===== src/rtl/qdec_ctx_mem_arb.sv =====
// CABAC context memory arbiter with read-after-write hazard scoreboard.
// One memory operation per cycle: write-back > init > reads. Contexts that
// have been read but not yet written back are tracked in an ordered
// scoreboard (index 0 = oldest). A read of a context being written back in
// the same cycle is served from the write-back data instead of the macro.
module qdec_ctx_mem_arb #(
  parameter int PEND_DEPTH = 4
) (
  input  logic       clk,
  input  logic       rst_n,
  input  logic       init_vld,
  input  logic [9:0] init_addr,
  input  logic [7:0] init_wdata,
  output logic       init_rdy,
  input  logic [1:0] rd_req,
  input  logic [9:0] rd_addr0,
  input  logic [9:0] rd_addr1,
  output logic [1:0] rd_gnt,
  output logic [7:0] rd_data,
  output logic       rd_data_vld,
  output logic       rd_data_id,
  input  logic       wb_vld,
  input  logic [9:0] wb_addr,
  input  logic [7:0] wb_data,
  output logic       wb_rdy,
  output logic [9:0] mem_addr,
  output logic [7:0] mem_wdata,
  output logic       mem_we,
  output logic       mem_re,
  input  logic [7:0] mem_rdata,
  output logic [3:0] pend_cnt,
  output logic       err_wb_nomatch
);

  localparam int CW = 4;

  // Scoreboard: entries 0..sb_cnt_reg-1 are live, kept in insertion order.
  logic [9:0]          sb_addr_reg  [PEND_DEPTH];
  logic [9:0]          sb_addr_next [PEND_DEPTH];
  logic [9:0]          sb_compact   [PEND_DEPTH];
  logic [CW-1:0]       sb_cnt_reg;
  logic [CW-1:0]       sb_cnt_next;
  logic [CW-1:0]       cnt_after_clr;

  logic [PEND_DEPTH-1:0] sb_valid;
  logic [PEND_DEPTH-1:0] wb_match;
  logic [PEND_DEPTH-1:0] clr_sel;
  logic [PEND_DEPTH-1:0] shift_sel;
  logic [PEND_DEPTH-1:0] hit0;
  logic [PEND_DEPTH-1:0] hit1;
  logic                  match_seen;
  logic                  clr_hit;
  logic                  not_full;

  logic [1:0] elig;
  logic [1:0] gnt;
  logic       gnt_any;
  logic       gnt_id;
  logic [9:0] gnt_addr;
  logic       fwd;
  logic       last_reg;

  // Read pipeline: stage 1 tracks the macro read cycle, stage 2 is the output.
  logic       s1_vld_reg;
  logic       s1_id_reg;
  logic       s1_fwd_reg;
  logic [7:0] s1_fwd_data_reg;
  logic       rd_data_vld_reg;
  logic       rd_data_id_reg;
  logic [7:0] rd_data_reg;
  logic       err_reg;

  // Per-entry match terms; a read only collides with entries that survive this cycle's clear.
  for (genvar gi = 0; gi < PEND_DEPTH; gi++) begin : g_match
    assign sb_valid[gi]  = CW'(gi) < sb_cnt_reg;
    assign wb_match[gi]  = wb_vld && sb_valid[gi] && (sb_addr_reg[gi] == wb_addr);
    assign hit0[gi]      = sb_valid[gi] && !clr_sel[gi] && (sb_addr_reg[gi] == rd_addr0);
    assign hit1[gi]      = sb_valid[gi] && !clr_sel[gi] && (sb_addr_reg[gi] == rd_addr1);
    assign shift_sel[gi] = |clr_sel[gi:0];
  end

  // Pick the oldest (lowest index) entry matching the write-back address.
  always_comb begin
    match_seen = 1'b0;
    clr_sel    = '0;
    for (int i = 0; i < PEND_DEPTH; i++) begin
      clr_sel[i] = wb_match[i] & ~match_seen;
      match_seen = match_seen | wb_match[i];
    end
  end

  assign clr_hit       = |wb_match;
  assign cnt_after_clr = sb_cnt_reg - {{(CW-1){1'b0}}, clr_hit};
  assign not_full      = cnt_after_clr < CW'(PEND_DEPTH);

  // Eligibility; during a write-back only a read of that same address can go (forwarded).
  assign elig[0] = rd_req[0] && !init_vld && !(|hit0) && not_full && (!wb_vld || rd_addr0 == wb_addr);
  assign elig[1] = rd_req[1] && !init_vld && !(|hit1) && not_full && (!wb_vld || rd_addr1 == wb_addr);

  // Round-robin between the two ports when both are eligible.
  always_comb begin
    gnt = elig;
    if (elig == 2'b11) begin
      gnt = last_reg ? 2'b01 : 2'b10;
    end
  end

  assign gnt_any  = |gnt;
  assign gnt_id   = gnt[1];
  assign gnt_addr = gnt[1] ? rd_addr1 : rd_addr0;
  assign fwd      = gnt_any && wb_vld;
  assign rd_gnt   = gnt;

  // Remove the cleared entry by shifting younger entries down, then append the granted address.
  for (genvar gi = 0; gi < PEND_DEPTH; gi++) begin : g_next
    if (gi < PEND_DEPTH - 1) begin : g_shift
      assign sb_compact[gi] = shift_sel[gi] ? sb_addr_reg[gi+1] : sb_addr_reg[gi];
    end else begin : g_last
      assign sb_compact[gi] = sb_addr_reg[gi];
    end
    assign sb_addr_next[gi] = (gnt_any && cnt_after_clr == CW'(gi)) ? gnt_addr : sb_compact[gi];
  end

  assign sb_cnt_next = cnt_after_clr + {{(CW-1){1'b0}}, gnt_any};

  // Memory port mux: write-back, then init, then a non-forwarded read.
  always_comb begin
    init_rdy  = init_vld && !wb_vld && (sb_cnt_reg == '0);
    mem_we    = 1'b0;
    mem_re    = 1'b0;
    mem_addr  = '0;
    mem_wdata = '0;
    if (wb_vld) begin
      mem_we    = 1'b1;
      mem_addr  = wb_addr;
      mem_wdata = wb_data;
    end else if (init_rdy) begin
      mem_we    = 1'b1;
      mem_addr  = init_addr;
      mem_wdata = init_wdata;
    end else if (gnt_any) begin
      mem_re   = 1'b1;
      mem_addr = gnt_addr;
    end
  end

  // Scoreboard, arbitration pointer and error flag state.
  always_ff @(posedge clk) begin
    if (!rst_n) begin
      sb_cnt_reg <= '0;
      last_reg   <= 1'b1;
      err_reg    <= 1'b0;
      for (int i = 0; i < PEND_DEPTH; i++) sb_addr_reg[i] <= '0;
    end else begin
      sb_cnt_reg <= sb_cnt_next;
      err_reg    <= wb_vld && !clr_hit;
      if (gnt_any) last_reg <= gnt_id;
      for (int i = 0; i < PEND_DEPTH; i++) sb_addr_reg[i] <= sb_addr_next[i];
    end
  end

  // Two-stage read response pipeline; forwarded data rides alongside the macro read slot.
  always_ff @(posedge clk) begin
    if (!rst_n) begin
      s1_vld_reg      <= 1'b0;
      s1_id_reg       <= 1'b0;
      s1_fwd_reg      <= 1'b0;
      s1_fwd_data_reg <= '0;
      rd_data_vld_reg <= 1'b0;
      rd_data_id_reg  <= 1'b0;
      rd_data_reg     <= '0;
    end else begin
      s1_vld_reg      <= gnt_any;
      s1_id_reg       <= gnt_id;
      s1_fwd_reg      <= fwd;
      s1_fwd_data_reg <= wb_data;
      rd_data_vld_reg <= s1_vld_reg;
      if (s1_vld_reg) begin
        rd_data_id_reg <= s1_id_reg;
        rd_data_reg    <= s1_fwd_reg ? s1_fwd_data_reg : mem_rdata;
      end
    end
  end

  assign wb_rdy         = 1'b1;
  assign rd_data        = rd_data_reg;
  assign rd_data_vld    = rd_data_vld_reg;
  assign rd_data_id     = rd_data_id_reg;
  assign pend_cnt       = sb_cnt_reg;
  assign err_wb_nomatch = err_reg;

endmodule


===== config.mk =====
export PLATFORM = sky130hd
export DESIGN_NAME = qdec_ctx_mem_arb
export DESIGN_NICKNAME = d
export VERILOG_FILES = /design/src/rtl/qdec_ctx_mem_arb.sv
export SDC_FILE = /design/constraint.sdc
export NUM_CORES = 1
export LEC_CHECK = 0
export ABC_AREA = 1
export ABC_CLOCK_PERIOD_IN_PS = 8100
export CORE_MARGIN = 2
export CORE_UTILIZATION = 35
export CTS_BUF_LIST = sky130_fd_sc_hd__clkbuf_16
export DETAILED_ROUTE_END_ITERATION = 8
export SLEW_MARGIN = 20
export SYNTH_ARGS = -nofsm -noshare
export SYNTH_HDL_FRONTEND = slang
export SYNTH_SLANG_ARGS = --single-unit
export TNS_END_PERCENT = 100

===== constraint.sdc =====
create_clock -name clk -period 8.1 [get_ports clk]
set_input_delay 2.43 -clock clk [delete_from_list [all_inputs] [get_ports clk]]
set_output_delay 2.43 -clock clk [all_outputs]
set_load 0.1 [all_outputs]

Word level (Yosys, flattened, before mapping)
Memory sizes are Yosys's and may differ from the RTL's.
Index checks and enable logic that the tools add are counted.
Widths: inputs -> output; s select.
{ "totals": {"ff_bits": 27, "latchBits": 0, "mem_bits_rw": 40, "romBits": 0, "in_bits": 70, "out_inout_bits": 39, "elab_cells": 130, "n_memories": 1} }
{ "classes": {"add_sub_neg": 2, "mul": 0, "div": 0, "order_cmp": 5, "eq_ne": 18, "shift": 0, "n_mux": 27, "n_bitwise": 12, "n_reduce_logical": 55} }
{ "mem_list": {"columns": ["name", "depth", "word_bits", "read_ports", "rd_clocked_by_memory_dff", "wr", "line_no", "source"], "rows": [
  ["sb_addr_reg", 4, 10, 4, 0, 4, "38", "logic [9:0] sb_addr_reg [PEND_DEPTH];"]
]} }
{ "op_table": {"columns": ["cell", "n"], "rows": [
  ["$mux 10", 15],
  ["$eq 10x10->1", 14],
  ["$logic_and 1x1->1", 36],
  ["$mux 8", 3],
  ["$reduce_or 4->1", 3],
  ["$logic_not 1->1", 9],
  ["$eq 4x2->1 const B", 2],
  ["$logic_not 4->1", 2],
  ["$lt 1x4->1 const A", 2],
  ["$lt 2x4->1 const A", 2],
  ["$mux 1", 7],
  ["$or 1x1->1", 6],
  ["$add 4x1->4", 1],
  ["$eq 4x1->1 const B", 1],
  ["$lt 4x3->1 const B", 1],
  ["$mux 2", 2],
  ["$reduce_or 2->1", 2],
  ["$sub 4x1->4", 1],
  ["$and 1x1->1", 3],
  ["$not 1->1", 3],
  ["$reduce_or 3->1", 1],
  ["$eq 2x2->1 const B", 1],
  ["$logic_or 1x1->1", 2]
]} }

Depth between registers and ports, before layout
Gate-level depths: netlist (run 1).
{ "depth": {"depth_word": 21, "mapped_depth": 31} }

Worst setup path after synthesis (run 1)
No wires, ideal clock.
{ "synth_timing": {"path_type": "input -> output", "startpoint": "in wb_addr[1]", "endpoint": "out mem_addr[1]", "arrival_ps": 6776, "required_time_ps": 5670, "slack_ps": -1106, "stages": 29, "path_buffers": 3, "path_cell_list": "buf_4 -> inv_2 -> nand2_1 -> nand2_1 -> inv_1 -> nand3_1 -> nor2_1 -> nand2_2 -> nand2_1 -> nor2_1 -> clkbuf_1 -> o21ai_0 -> ha_1 -> ha_1 -> xor2_1 -> nor2_1 -> nand3_1 -> inv_1 -> nand2_1 -> nor2_1 -> nand2_1 -> nor2_2 -> nand3_4 -> nand2_4 -> buf_6 -> nand2_1 -> nand2_1 -> inv_2 -> o21ai_1"} }
{ "synth_between": {"elab_chain_cells": 20} }
{ "synth_lines": {"columns": ["element", "line_no", "source"], "rows": [
  ["start, declared", "23", "input logic [9:0] wb_addr,"],
  ["parallel branches: the longest is 19 deep, another holds $sub 4x1->4", null, null],
  ["$mux 10 (*)", "133", "if (wb_vld) begin"],
  ["end, declared", "26", "output logic [9:0] mem_addr,"]
]} }
Every way passes the cells marked *.

Worst setup path after layout (run 1)
{ "layout_timing": {"startpoint": "in wb_addr[6]", "endpoint": "out mem_addr[9]"} }
{ "layout_between": {"elab_chain_cells": 20} }
{ "layout_lines": {"columns": ["element", "line_no", "source"], "rows": [
  ["parallel branches: the longest is 15 deep, another holds $sub 4x1->4", null, null],
  ["$mux 2 (*)", "103", "if (elig == 2'b11) begin"],
  ["$mux 10 / $reduce_or 2->1 (equally long branches)", "110, 108", null],
  ["$mux 10 (*)", "141", "end else if (gnt_any) begin"],
  ["$mux 10 (*)", "137", "end else if (init_rdy) begin"],
  ["$mux 10 (*)", "133", null]
]} }
Marked as above.

==> impl_metrics.ini, run 1 <==
[run_status]
outcome = finished, final reports clean

[drt]
vias = 7234
first_pass_iters = 5
wirelength_mm = 25.7
wl_met3_mm = 2.31
met2_length_mm = 11.3
route.antenna.remaining_nets = 0
dr.first_iter.drc_count = 663
met1Wirelength_mm = 11.1
topRoutingLayerUsed = met4
viasPerCell = 5.22
wire_per_inst_um = 18.5
drc = 0

[power]
ir_drop_v = 0.0000871
leakage_nw = 4.04
power_mw = 1.21
power.density_nw_per_um2 = 143

[yosys]
synth-edff-count = 0
netlist_area_um2 = 5610
ys_warn_count = 0
synthCells = 977
synth_area_per_cell_um2 = 5.75
synthDistinctLibCells = 35
yosysTopAreaCell = dfxtp_1
synth.top_cell.area_share = 0.239
synth_seq_cells = 67
async_reset_ff_frac = 0
synth_area_leaders = dfxtp_1 24%, nand2_1 21%, nand3_1 6.8%
synth_fp_nets = 1051
synthFlopType = dfxtp_1
synth.yosys.seq_area_share = 0.239

[die]
fp.dieH_um = 131
num_rows = 46
ios = 109
die_area_um2 = 17100
coreArea_um2 = 15800
start_util = 0.356
fp.dieW_um = 131

[placement]
place_hpwl_mm = 19.7
dp.cells = 1341
port_buffers = 107
place.gp.congestion = 1.08

[worst_setup_path]
reg2reg_slack_ps = 3710
crit_type = input pin to primary output
start_kind = input pin
cpMaxStageDelayCell = buf_12
cpMostUsedCell = buf_4
path_max_fanout = 6
end_kind = primary output
slowest_delay_ps = 190
worstPathArrival_ps = 5520
worst_ep_required_time_ps = 5670

[timing]
fin_skew_ps = 11.0
worstMarginPinSlew_ps = 1010
max_freq_mhz = 126
finalHoldViolCount = 0
maxSlewViolCount = 0
finalCriticalPeriod_ps = 7950
setup_viol = 0
finalSetupTns_ps = 0
fin_crit_sh = 0.982
slew_headroom = 0.326
holdWs_ps = 475

[clocking]
clk_latency_ps = 350
cts_root_buffer = clkbuf_16
cts.sink_count = 67
cts_htree_levels = 3
clockBufferDepth = 2
numCtsBuffers = 9
cts_tree = yes
cts.clk_slew.worst_paths_ps = 50
hold_buffers = 0

[global_route]
grt_max_degree = 62
grt_pass1_vias = 6895
grtUsageTotal = 0.306
grt_pass1_wl_mm = 38.8
grt_overflow_total = 0
grt_antenna_before_repair = 0

[layout]
drive_above_1_share = 0.240
final_cells = 1386
antennaDiodeCount = 0
fin_nets = 1240
final_common_cell = nand2_1
postLayoutCoreUtil = 0.537
synthToLayoutAreaGrowth_pct = 50.9
layout_common_cells = 289 x nand2_1, 111 x buf_4, 95 x inv_1, 83 x nor2_1, 72 x clkdlybuf4s50_1
largest_reg_flops = 40

[job]
cap_violations = 0

[min_path]
hp-class = register to register
report_power, final:
group	switching (mW)	leakage (nW)	total, mW	internal (mW)
clock network	0.163	0.137	0.400	0.237
registers	0.0162	0.546	0.360	0.344
logic	0.284	3.35	0.450	0.167
what timing repair did:
action,CTS,global route
setup endpoints to repair,13,13
pin swaps,24,37
buffers inserted,22,7
gates cloned,1,0
resized for setup,40,60
layout make-up:
cell class | count | area, µm²
clock inverters | 6 | 67.6
flip-flops and latches | 67 | 1340
fillers | 1668 | 7300
repair buffers | 226 | 2170
inverters | 123 | 484
multi-input cells | 739 | 3920
clock buffers | 9 | 225
well taps | 216 | 270
through the flow:
step	setup WS, ps	area, µm²
detailed placement	-437	7790
CTS	3.69	8330
floorplan	1.23	5830
global route	-8.13	8470
global placement	-402	7790
finish	147	8470
path summary, 6_finish.rpt:
path               start           endpoint  cells past startpoint
max           wb_addr[6]        mem_addr[9]                     26
min            s1_id_reg         rd_data_id                      2
max reg2reg  pend_cnt[2]  sb_addr_reg[3][6]                     28
min reg2reg    s1_id_reg         rd_data_id                      2
cell families (layout without fill, tap and decap cells):
group | count (synthesis) | count (layout) | share of synthesized area
simple gates | 530 | 531 | 0.400
buf+inv | 172 | 364 | 0.127
compound gates | 159 | 159 | 0.156
flops | 67 | 67 | 0.239
xor+xnor | 44 | 44 | 0.0686
fa+ha+maj | 4 | 4 | 0.00891
other cells | 1 | 1 | 0.000668
cells in the mapped netlist, types with 2 or more instances:
library cell	instances
buf_4	11
nand3_2	5
nor3_1	13
a21oi_1	64
a22o_1	8
buf_2	16
nand4_1	11
o22ai_1	11
inv_1	99
inv_2	23
xor2_1	19
o211ai_1	2
clkbuf_1	20
nand2_1	311
nand2_4	3
nand3_1	76
xnor2_1	25
dfxtp_1	67
nor2_1	96
nand2_2	7
ha_1	4
nor2_4	2
o21ai_0	48
nand3b_1	3
o21ai_1	15
a22oi_1	9
critical path, delay by kind of cell:
kind / cells / cell delay (ps)
and+or+nand+nor: 12 / 1190
AOI/OAI and AO/OA: 1 / 160
buffers and inverters: 13 / 1720
metal layers:
metal,vias to the layer above,GRT usage
li1,3478,-
met1,3351,0.399
met2,345,0.484
met3,60,0.0717
met4,0,0.130
met5,-,0
No activity file was read; power rests on OpenSTA's default activity.
==> run 2, diff against run 1 <==
--- a/config.mk
+++ b/config.mk
@@ -11,6 +11,7 @@
 export CORE_UTILIZATION = 35
 export CTS_BUF_LIST = sky130_fd_sc_hd__clkbuf_16
 export DETAILED_ROUTE_END_ITERATION = 8
+export SKIP_LAST_GASP = 1
 export SLEW_MARGIN = 20
 export SYNTH_ARGS = -nofsm -noshare
 export SYNTH_HDL_FRONTEND = slang
==> results of run 2 <==
Same layout as run 1: the final DEF is identical, and so are final timing and power.
